===== config.mk =====
export PLATFORM = sky130hd
export DESIGN_NAME = ooo_mem_resp
export DESIGN_NICKNAME = d
export VERILOG_FILES = /design/src/rtl/ooo_mem_resp.sv
export SDC_FILE = /design/constraint.sdc
export NUM_CORES = 1
export LEC_CHECK = 0
export CAP_MARGIN = 20
export CELL_PAD_IN_SITES_DETAIL_PLACEMENT = 1
export CELL_PAD_IN_SITES_GLOBAL_PLACEMENT = 2
export CORE_MARGIN = 3
export CORE_UTILIZATION = 40
export CTS_CLUSTER_DIAMETER = 30
export DETAILED_ROUTE_END_ITERATION = 10
export PLACE_DENSITY_LB_ADDON = 0.15
export SYNTH_ARGS = -nofsm -noshare
export SYNTH_HDL_FRONTEND = slang
export SYNTH_SLANG_ARGS = --single-unit
export TNS_END_PERCENT = 5

===== constraint.sdc =====
create_clock -name clk -period 4.9 [get_ports clk]
set_input_delay 0.735 -clock clk [delete_from_list [all_inputs] [get_ports clk]]
set_output_delay 0.735 -clock clk [all_outputs]
set_load 0.05 [all_outputs]

===== src/rtl/ooo_mem_resp.sv =====
// Tagged out-of-order memory responder: each request waits addr[5:2] cycles in a
// slot, then returns {id, addr ^ KEY} through a single output register.
module ooo_mem_resp #(
  parameter int                NUM_SLOT = 4,
  parameter int                IDW      = 4,
  parameter int                AW       = 32,
  parameter logic [AW-1:0]     KEY      = AW'(32'hA5A5_0000)
) (
  input  logic                            clk,
  input  logic                            rstn,
  input  logic                            req_valid,
  output logic                            req_ready,
  input  logic [IDW-1:0]                  req_id,
  input  logic [AW-1:0]                   req_addr,
  output logic                            rsp_valid,
  input  logic                            rsp_ready,
  output logic [IDW-1:0]                  rsp_id,
  output logic [AW-1:0]                   rsp_data,
  output logic [$clog2(NUM_SLOT+1)-1:0]   occ_o
);

  localparam int SW  = (NUM_SLOT > 1) ? $clog2(NUM_SLOT) : 1;
  localparam int OCW = $clog2(NUM_SLOT+1);

  logic [NUM_SLOT-1:0] slot_vld;
  logic [IDW-1:0]      slot_id   [NUM_SLOT];
  logic [AW-1:0]       slot_addr [NUM_SLOT];
  logic [3:0]          slot_cnt  [NUM_SLOT];

  logic                out_vld;
  logic [IDW-1:0]      out_id;
  logic [AW-1:0]       out_data;

  logic                free_found;
  logic [SW-1:0]       free_idx;
  logic                elig_found;
  logic [SW-1:0]       elig_idx;
  logic [OCW-1:0]      occ;
  logic                accept;
  logic                load;

  // NOTE: every always_comb output gets a default first so no path leaves it
  // unassigned; otherwise synthesis infers a latch.
  always_comb begin
    free_found = 1'b0;
    free_idx   = '0;
    elig_found = 1'b0;
    elig_idx   = '0;
    occ        = '0;
    // Walk downwards so the lowest index wins for both free and eligible picks.
    for (int i = NUM_SLOT - 1; i >= 0; i--) begin
      if (!slot_vld[i]) begin
        free_found = 1'b1;
        free_idx   = SW'(i);
      end
      if (slot_vld[i] && (slot_cnt[i] == 4'd0)) begin
        elig_found = 1'b1;
        elig_idx   = SW'(i);
      end
      occ = occ + OCW'(slot_vld[i]);
    end
  end

  assign req_ready = free_found;
  assign accept    = req_valid && req_ready;
  // The output register only moves when empty or being drained, so a pending
  // response is never replaced by a newly eligible slot.
  assign load      = (!out_vld || rsp_ready) && elig_found;

  // NOTE: the slot payload is reset along with vld; it is only a few flops and
  // keeps the state fully defined after reset for FPGA bring-up.
  always_ff @(posedge clk or negedge rstn) begin
    if (!rstn) begin
      slot_vld <= '0;
      for (int i = 0; i < NUM_SLOT; i++) begin
        slot_id[i]   <= '0;
        slot_addr[i] <= '0;
        slot_cnt[i]  <= '0;
      end
    end else begin
      for (int i = 0; i < NUM_SLOT; i++) begin
        if (load && (elig_idx == SW'(i))) begin
          slot_vld[i] <= 1'b0;
        end else if (accept && (free_idx == SW'(i))) begin
          // NOTE: sequential state uses non-blocking assignments so every
          // register samples the pre-edge values, independent of statement order.
          slot_vld[i]  <= 1'b1;
          slot_id[i]   <= req_id;
          slot_addr[i] <= req_addr;
          slot_cnt[i]  <= req_addr[5:2];
        end else if (slot_vld[i] && (slot_cnt[i] != 4'd0)) begin
          slot_cnt[i] <= slot_cnt[i] - 4'd1;
        end
      end
    end
  end

  always_ff @(posedge clk or negedge rstn) begin
    if (!rstn) begin
      out_vld  <= 1'b0;
      out_id   <= '0;
      out_data <= '0;
    end else if (load) begin
      out_vld  <= 1'b1;
      out_id   <= slot_id[elig_idx];
      out_data <= slot_addr[elig_idx] ^ KEY;
    end else if (rsp_ready) begin
      out_vld  <= 1'b0;
    end
  end

  assign rsp_valid = out_vld;
  assign rsp_id    = out_id;
  assign rsp_data  = out_data;
  assign occ_o     = occ;

endmodule


==> results of run 1 <==
metal layers:
metal | share of wire (%) | GRT usage, % | wire length, um
met4 | 1.7 | 6.98 | 487
met2 | 50 | 39.5 | 13900
met1 | 44 | 30.6 | 12300
met5 | 0 | 0 | 0
met3 | 4.5 | 4.33 | 1250
through the flow:
stage,cell area [um^2],std cells,worst slack (ns),hold slack (ns)
after floorplan,9010,898,2.20,0.438
after global placement,10000,1218,1.55,0.451
after detailed placement,10000,1218,1.48,0.457
after CTS,11900,1313,0.894,0.434
after global routing,11900,1315,0.796,0.168
final,11900,1315,0.905,0.143
synthesized netlist by cell type, drive strengths merged, types with 2 or more instances:
library cell / number
nand2: 249
dfrtp: 201
mux2: 71
nor2: 59
a21oi: 48
o21ai: 45
buf: 37
a31oi: 27
clkbuf: 19
inv: 19
or3: 19
and3: 10
ha: 9
o32a: 8
nand3: 7
o211ai: 7
a221oi: 6
a22oi: 4
and4bb: 4
nand4: 4
nand4bb: 4
nor3: 4
a21o: 3
and4: 3
o22ai: 3
mux2i: 2
nand2b: 2
nand3b: 2
nor2b: 2
o31ai: 2
xor2: 2
sequential cells by signal, indices dropped and copies added, names as in the netlist:
signal     cells
slot_id       16
rsp_valid      1
slot_addr    128
slot_vld       4
slot_cnt      16
rsp_data      32
rsp_id         4
worst paths after layout:
check                              start             to  slack, ns  cells past startpoint
min in group clk           slot_addr[88]  slot_addr[88]       0.46                      2
min reg2reg                slot_addr[88]  slot_addr[88]       0.46                      2
max                          slot_vld[0]       occ_o[1]       0.91                      6
min                                 rstn   slot_cnt[14]       0.14                      1
max in group asynchronous           rstn    slot_id[10]       3.96                      2
max reg2reg                  slot_cnt[8]    rsp_data[4]       1.75                      7
final cells by class:
type,instances,area (um^2),share of cell area (%)
clock buffer,64,1420,11.9
multi-input combinational,622,3660,30.8
inverter,19,71.3,0.600
clock inverter,31,393,3.30
tap,280,350,2.95
sequential,201,5030,42.3
timing repair buffer,98,972,8.17
power by group through the flow:
stage	Sequential (mW)	Combinational (mW)	Clock, mW
after floorplan	3.32	2.20	0
after global placement	2.94	3.62	0
after detailed placement	3.00	3.80	0
after CTS	2.99	3.83	3.51
after global routing	3.10	4.14	3.62
final	3.00	3.79	3.47
cell usage in the layout, fill, tap and decap left out, types with 9 or more instances in the layout:
cell type        synthesis  layout
o21ai_0                 44      44
a21oi_1                 48      48
inv_1                   19      19
buf_4                    4      16
nand2_1                248     248
a31oi_1                 26      26
or3_1                   19      19
clkbuf_16                0      52
and3_1                  10       9
clkinvlp_4               0       9
dfrtp_1                201     201
clkdlybuf4s50_1          0      79
clkinv_2                 0      12
mux2_2                  71      71
ha_1                     9       9
nor2_1                  58      58
cells by family after synthesis:
| logic type | Yosys count | share of synthesized area (%) |
|---|---|---|
| simple gates | 376 | 18.4 |
| compound gates | 160 | 11.1 |
| xor+xnor | 3 | 0.292 |
| flops | 201 | 55.8 |
| mux | 73 | 9.10 |
| buf+inv | 75 | 3.76 |
| fa+ha+maj | 10 | 1.47 |
==> flow_summary.yaml, run 1 <==
power_and_ir_drop:
  clkPwrFrac_pct: 33.8
  power_frac_seq_pct: 29.3
  combPwrFrac_pct: 36.9
  p_int_mw: 6.39
  vdd_ir_drop_max_mv: 0.407
  powerDensity_nw_per_um2: 862
  switchingPower_mw: 3.87
  switching_share_pct: 37.7
  leakage_nw: 5.40
  total_power_mw: 10.3
sta:
  fmax_mhz: 250
  slew_headroom_pct: 27.5
  finalClockSkew_ns: 0.0159
  layout_min_cycle_time_ns: 3.99
  rsz0062_at_grt: "false"
  drv_slew: 0
  worstMarginPinSlew_ns: 1.09
  setup_violations: 0
  period_share_pct: 81.5
  tns_ns: 0
  hold_viol: 0
yosys:
  syn-cell-area_um2: 9010
  synthFlopType: "dfrtp_1"
  synth_area_leader_cell: "dfrtp_1"
  yosys_warnings: 0
  synth-edff-count: 0
  synth_top_area_share_pct: 55.8
  ys_seq_elements: 201
  ys_seq_area_share_pct: 55.8
  synth.net_count: 948
  synthCells: 898
  yosysUniqueCellTypes: 58
  async_reset_ff_share_pct: 100
  synthTopCellsByArea: "dfrtp_1, nand2_1, mux2_2"
  syn_area_per_cell_um2: 10.0
finish:
  fin_nets: 1043
  drive_gt1_share_pct: 18.8
  fillCellCount: 2326
  finalCoreUtilization_pct: 54.2
  n_antenna_cell: 0
  syn_to_final_growth_pct: 32.0
drt:
  via_count: 7203
  ant_nets: 0
  routed_via_density: 5.48
  wirelength_mm: 27.9
  firstDrtPassIters: 4
  drc: 0
  routedWlPerCell_um: 21.2
  drt_iter0_markers: 355
critical_path:
  crit_family: "buffers and inverters"
  end_kind: "output pin"
  worst-setup-path-type: "flip-flop to output pin"
  critPathMaxStageDelay_ns: 0.80
  critPathMaxFanout: 17
  start_kind: "flip-flop"
  worstPathCellList: "inv_1, fa_1, inv_1, ha_1, ha_1, clkdlybuf4s50_1"
  crit_path_top_delay_cell: "clkdlybuf4s50_1"
  crit_buf_inv: 3
  worst_ep_arrival_time_ns: 3.26
  critPathRequiredTime_ns: 4.16
placed_design:
  io_buffers: 80
  gp_congestion: 0.810
  hpwl_mm: 17.0
run_status:
  status: "finished, final reports clean"
run:
  max_cap_viol_count: 0
global_route:
  grt_pass1_vias: 8118
  gr-total-overflow: 0
  grt_pass1_wl_mm: 44.6
  grt_usage_pct: 23.3
  grt_start_max_net_pins: 126
  antenna_found_initial: 0
clock_tree:
  cts_resized: 0
  cts.sinks: 201
  cts_made_buffers: 51
  root_buffer: "clkbuf_16"
  ctsHoldBuffers: 0
  clk_latency_ns: 0.54
  cts_buffer_depth: 3
  path_clk_slew_ns: 0.05
  post_cts_buffers: 0
  cts_tree: "built"
  htreeDepth: 2
die:
  fp.dieH_um: 156
  start_util_pct: 41.0
  dieArea_um2: 24400
  fp.coreArea_um2: 22000
  die_x_um: 156
  num_rows: 54
  num_io_pins: 81
worst_hold_path:
  hp-class: "input pin to asynchronous set/reset pin"
No activity file was read; power rests on OpenSTA's default activity.
==> inputs of run 2 (changes only) <==
--- a/config.mk
+++ b/config.mk
@@ -9,7 +9,7 @@
 export CELL_PAD_IN_SITES_DETAIL_PLACEMENT = 1
 export CELL_PAD_IN_SITES_GLOBAL_PLACEMENT = 2
 export CORE_MARGIN = 3
-export CORE_UTILIZATION = 40
+export CORE_UTILIZATION = 37
 export CTS_CLUSTER_DIAMETER = 30
 export DETAILED_ROUTE_END_ITERATION = 10
 export PLACE_DENSITY_LB_ADDON = 0.15
==> constraint.sdc (replaced) <==
create_clock -name clk -period 3.79 [get_ports clk]
set_input_delay 0.5685 -clock clk [delete_from_list [all_inputs] [get_ports clk]]
set_output_delay 0.5685 -clock clk [all_outputs]
set_load 0.05 [all_outputs]
==> run 2 against run 1 <==
Effect of this change:
- clock power up 19%
- sequential power up 27%
- die area grew 7.8%
- global-route usage shrank 2.5 points
- highest routed layer unchanged
- critical path depth increased by 1
==> flow_summary.yaml, run 2 (synthesis results as in run 1) <==
critical_path:
  end_kind: "output pin"
  worst-setup-path-type: "flip-flop to output pin"
  critPathMaxFanout: 17
  worst_ep_arrival_time_ns: 2.97
  critPathRequiredTime_ns: 3.22
  start_kind: "flip-flop"
clock_tree:
  cts_buffer_depth: 3
  cts_resized: 0
  ctsHoldBuffers: 0
  clk_latency_ns: 0.52
  cts_tree: "built"
  path_clk_slew_ns: 0.04
  cts_made_buffers: 46
  post_cts_buffers: 0
  cts.sinks: 201
  root_buffer: "clkbuf_16"
  htreeDepth: 2
sta:
  worstMarginPinSlew_ns: 0.853
  slew_headroom_pct: 42.9
  fmax_mhz: 283
  rsz0062_at_grt: "false"
  finalClockSkew_ns: 0.0101
  layout_min_cycle_time_ns: 3.54
  tns_ns: 0
  setup_violations: 0
  whs_ns: 0.123
  hold_viol: 0
  drv_slew: 0
  period_share_pct: 93.3
drt:
  ant_nets: 0
  firstDrtPassIters: 4
  drt_iter0_markers: 303
  drc: 0
  wirelength_mm: 26.6
  routedWlPerCell_um: 19.7
  via_count: 7014
  routed_via_density: 5.19
die:
  start_util_pct: 38.0
  num_io_pins: 81
  dieArea_um2: 26300
  num_rows: 56
  fp.coreArea_um2: 23700
  fp.dieH_um: 162
  die_x_um: 162
global_route:
  grt_pass1_wl_mm: 43.0
  grt_start_max_net_pins: 91
  gr-total-overflow: 0
  grt_pass1_vias: 7543
  antenna_found_initial: 0
  grt_usage_pct: 20.8
finish:
  regMostFlops: "slot_addr"
  layout_common_cells: "nand2_1, dfrtp_1, clkdlybuf4s50_1"
  fillCellCount: 2648
  largest_reg_flops: 128
  syn_to_final_growth_pct: 31.5
  layoutNonFillerInstCount: 1351
  multi_input_area_um2: 3670
  final_cell_area_um2: 11900
  n_antenna_cell: 0
  fin_nets: 1047
  drive_gt1_share_pct: 18.4
  layout_commonest_cell: "nand2_1"
  regArea_um2: 5030
power_and_ir_drop:
  vdd_ir_drop_max_mv: 0.573
  p_int_mw: 8.06
  switchingPower_mw: 4.75
  switching_share_pct: 37.1
  leakage_nw: 5.36
  powerDensity_nw_per_um2: 1080
  combPwrFrac_pct: 37.9
  power_frac_seq_pct: 29.8
  clkPwrFrac_pct: 32.3
placed_design:
  place_area_um2: 10200
  io_buffers: 80
  hpwl_mm: 16.5
  gp_congestion: 0.782
  dp_cells: 1268
run:
  max_cap_viol_count: 0
worst_hold_path:
  hp-class: "input pin to asynchronous set/reset pin"
run_status:
  status: "finished, final reports clean"
run 2: changes by cell type in the layout (fill, tap and decap cells not counted), sizes merged:
cell      before  now
buf           18   27
clkinvlp       9    5
clkbuf        65   63
clkinv        13    7
run 2: power groups by stage:
stage	Combinational, mW	Sequential [mW]	Clock (mW)
2_1_floorplan	2.85	4.29	0
3_5_place_dp	4.92	3.83	0
3_3_place_gp	4.82	3.81	0
4_1_cts	4.95	3.82	4.23
6_report	4.86	3.82	4.13
5_1_grt	5.39	3.95	4.34
run 2: worst max-delay path, cell delays in order, from the launching register on:
cell and delay, ns:
dfrtp_1 0.32, buf_4 0.21, inv_1 0.12, fa_1 0.54, inv_1 0.04, ha_1 0.17
ha_1 0.27, clkdlybuf4s50_1 0.79
run 2: path summary, 6_finish.rpt:
| check | from | end | slack (ns) | cells past startpoint |
|---|---|---|---|---|
| worst max-delay path | slot_vld[0] | occ_o[1] | 0.25 | 7 |
| worst min-delay path | rstn | slot_addr[101] | 0.12 | 1 |
| worst max register to register | slot_cnt[4] | rsp_data[16] | 1.31 | 7 |
| worst min register to register | slot_addr[87] | slot_addr[87] | 0.46 | 2 |
| max in group asynchronous | rstn | slot_addr[7] | 2.70 | 2 |
| min in group clk | slot_addr[87] | slot_addr[87] | 0.46 | 2 |
run 2: area by class of cell:
| class | instances | area share (%) |
|---|---|---|
| sequential | 201 | 42.4 |
| multi-input combinational | 622 | 31.0 |
| clock buffer | 62 | 11.0 |
| timing repair buffer | 107 | 8.82 |
| tap | 319 | 3.37 |
| clock inverter | 21 | 2.78 |
| inverter | 19 | 0.602 |
run 2: routing by layer:
layer  vias up  part of all wire (%)  track usage [%]
met5         -                     0                0
met4         0                   1.4             5.31
met3        39                   4.3             3.57
met2       132                    47             34.5
met1      3559                    47             28.5
li1       3284                     -                -
run 2: per-stage QoR:
stage / setup slack (ns) / util, % / power [mW]
2_1_floorplan: 1.26 / - / 7.14
3_3_place_gp: 0.784 / 43.1 / 8.62
3_5_place_dp: 0.773 / 43.1 / 8.75
4_1_cts: 0.219 / 50.0 / 13.0
5_1_grt: 0.116 / 50.0 / 13.7
6_report: 0.253 / 50.0 / 12.8
==> inputs of run 3 (changes only) <==
--- a/config.mk
+++ b/config.mk
@@ -5,7 +5,6 @@
 export SDC_FILE = /design/constraint.sdc
 export NUM_CORES = 1
 export LEC_CHECK = 0
-export CAP_MARGIN = 20
 export CELL_PAD_IN_SITES_DETAIL_PLACEMENT = 1
 export CELL_PAD_IN_SITES_GLOBAL_PLACEMENT = 2
 export CORE_MARGIN = 3
==> results of run 3 <==
Same layout as run 2: the final DEF is identical, and so are final timing and power.
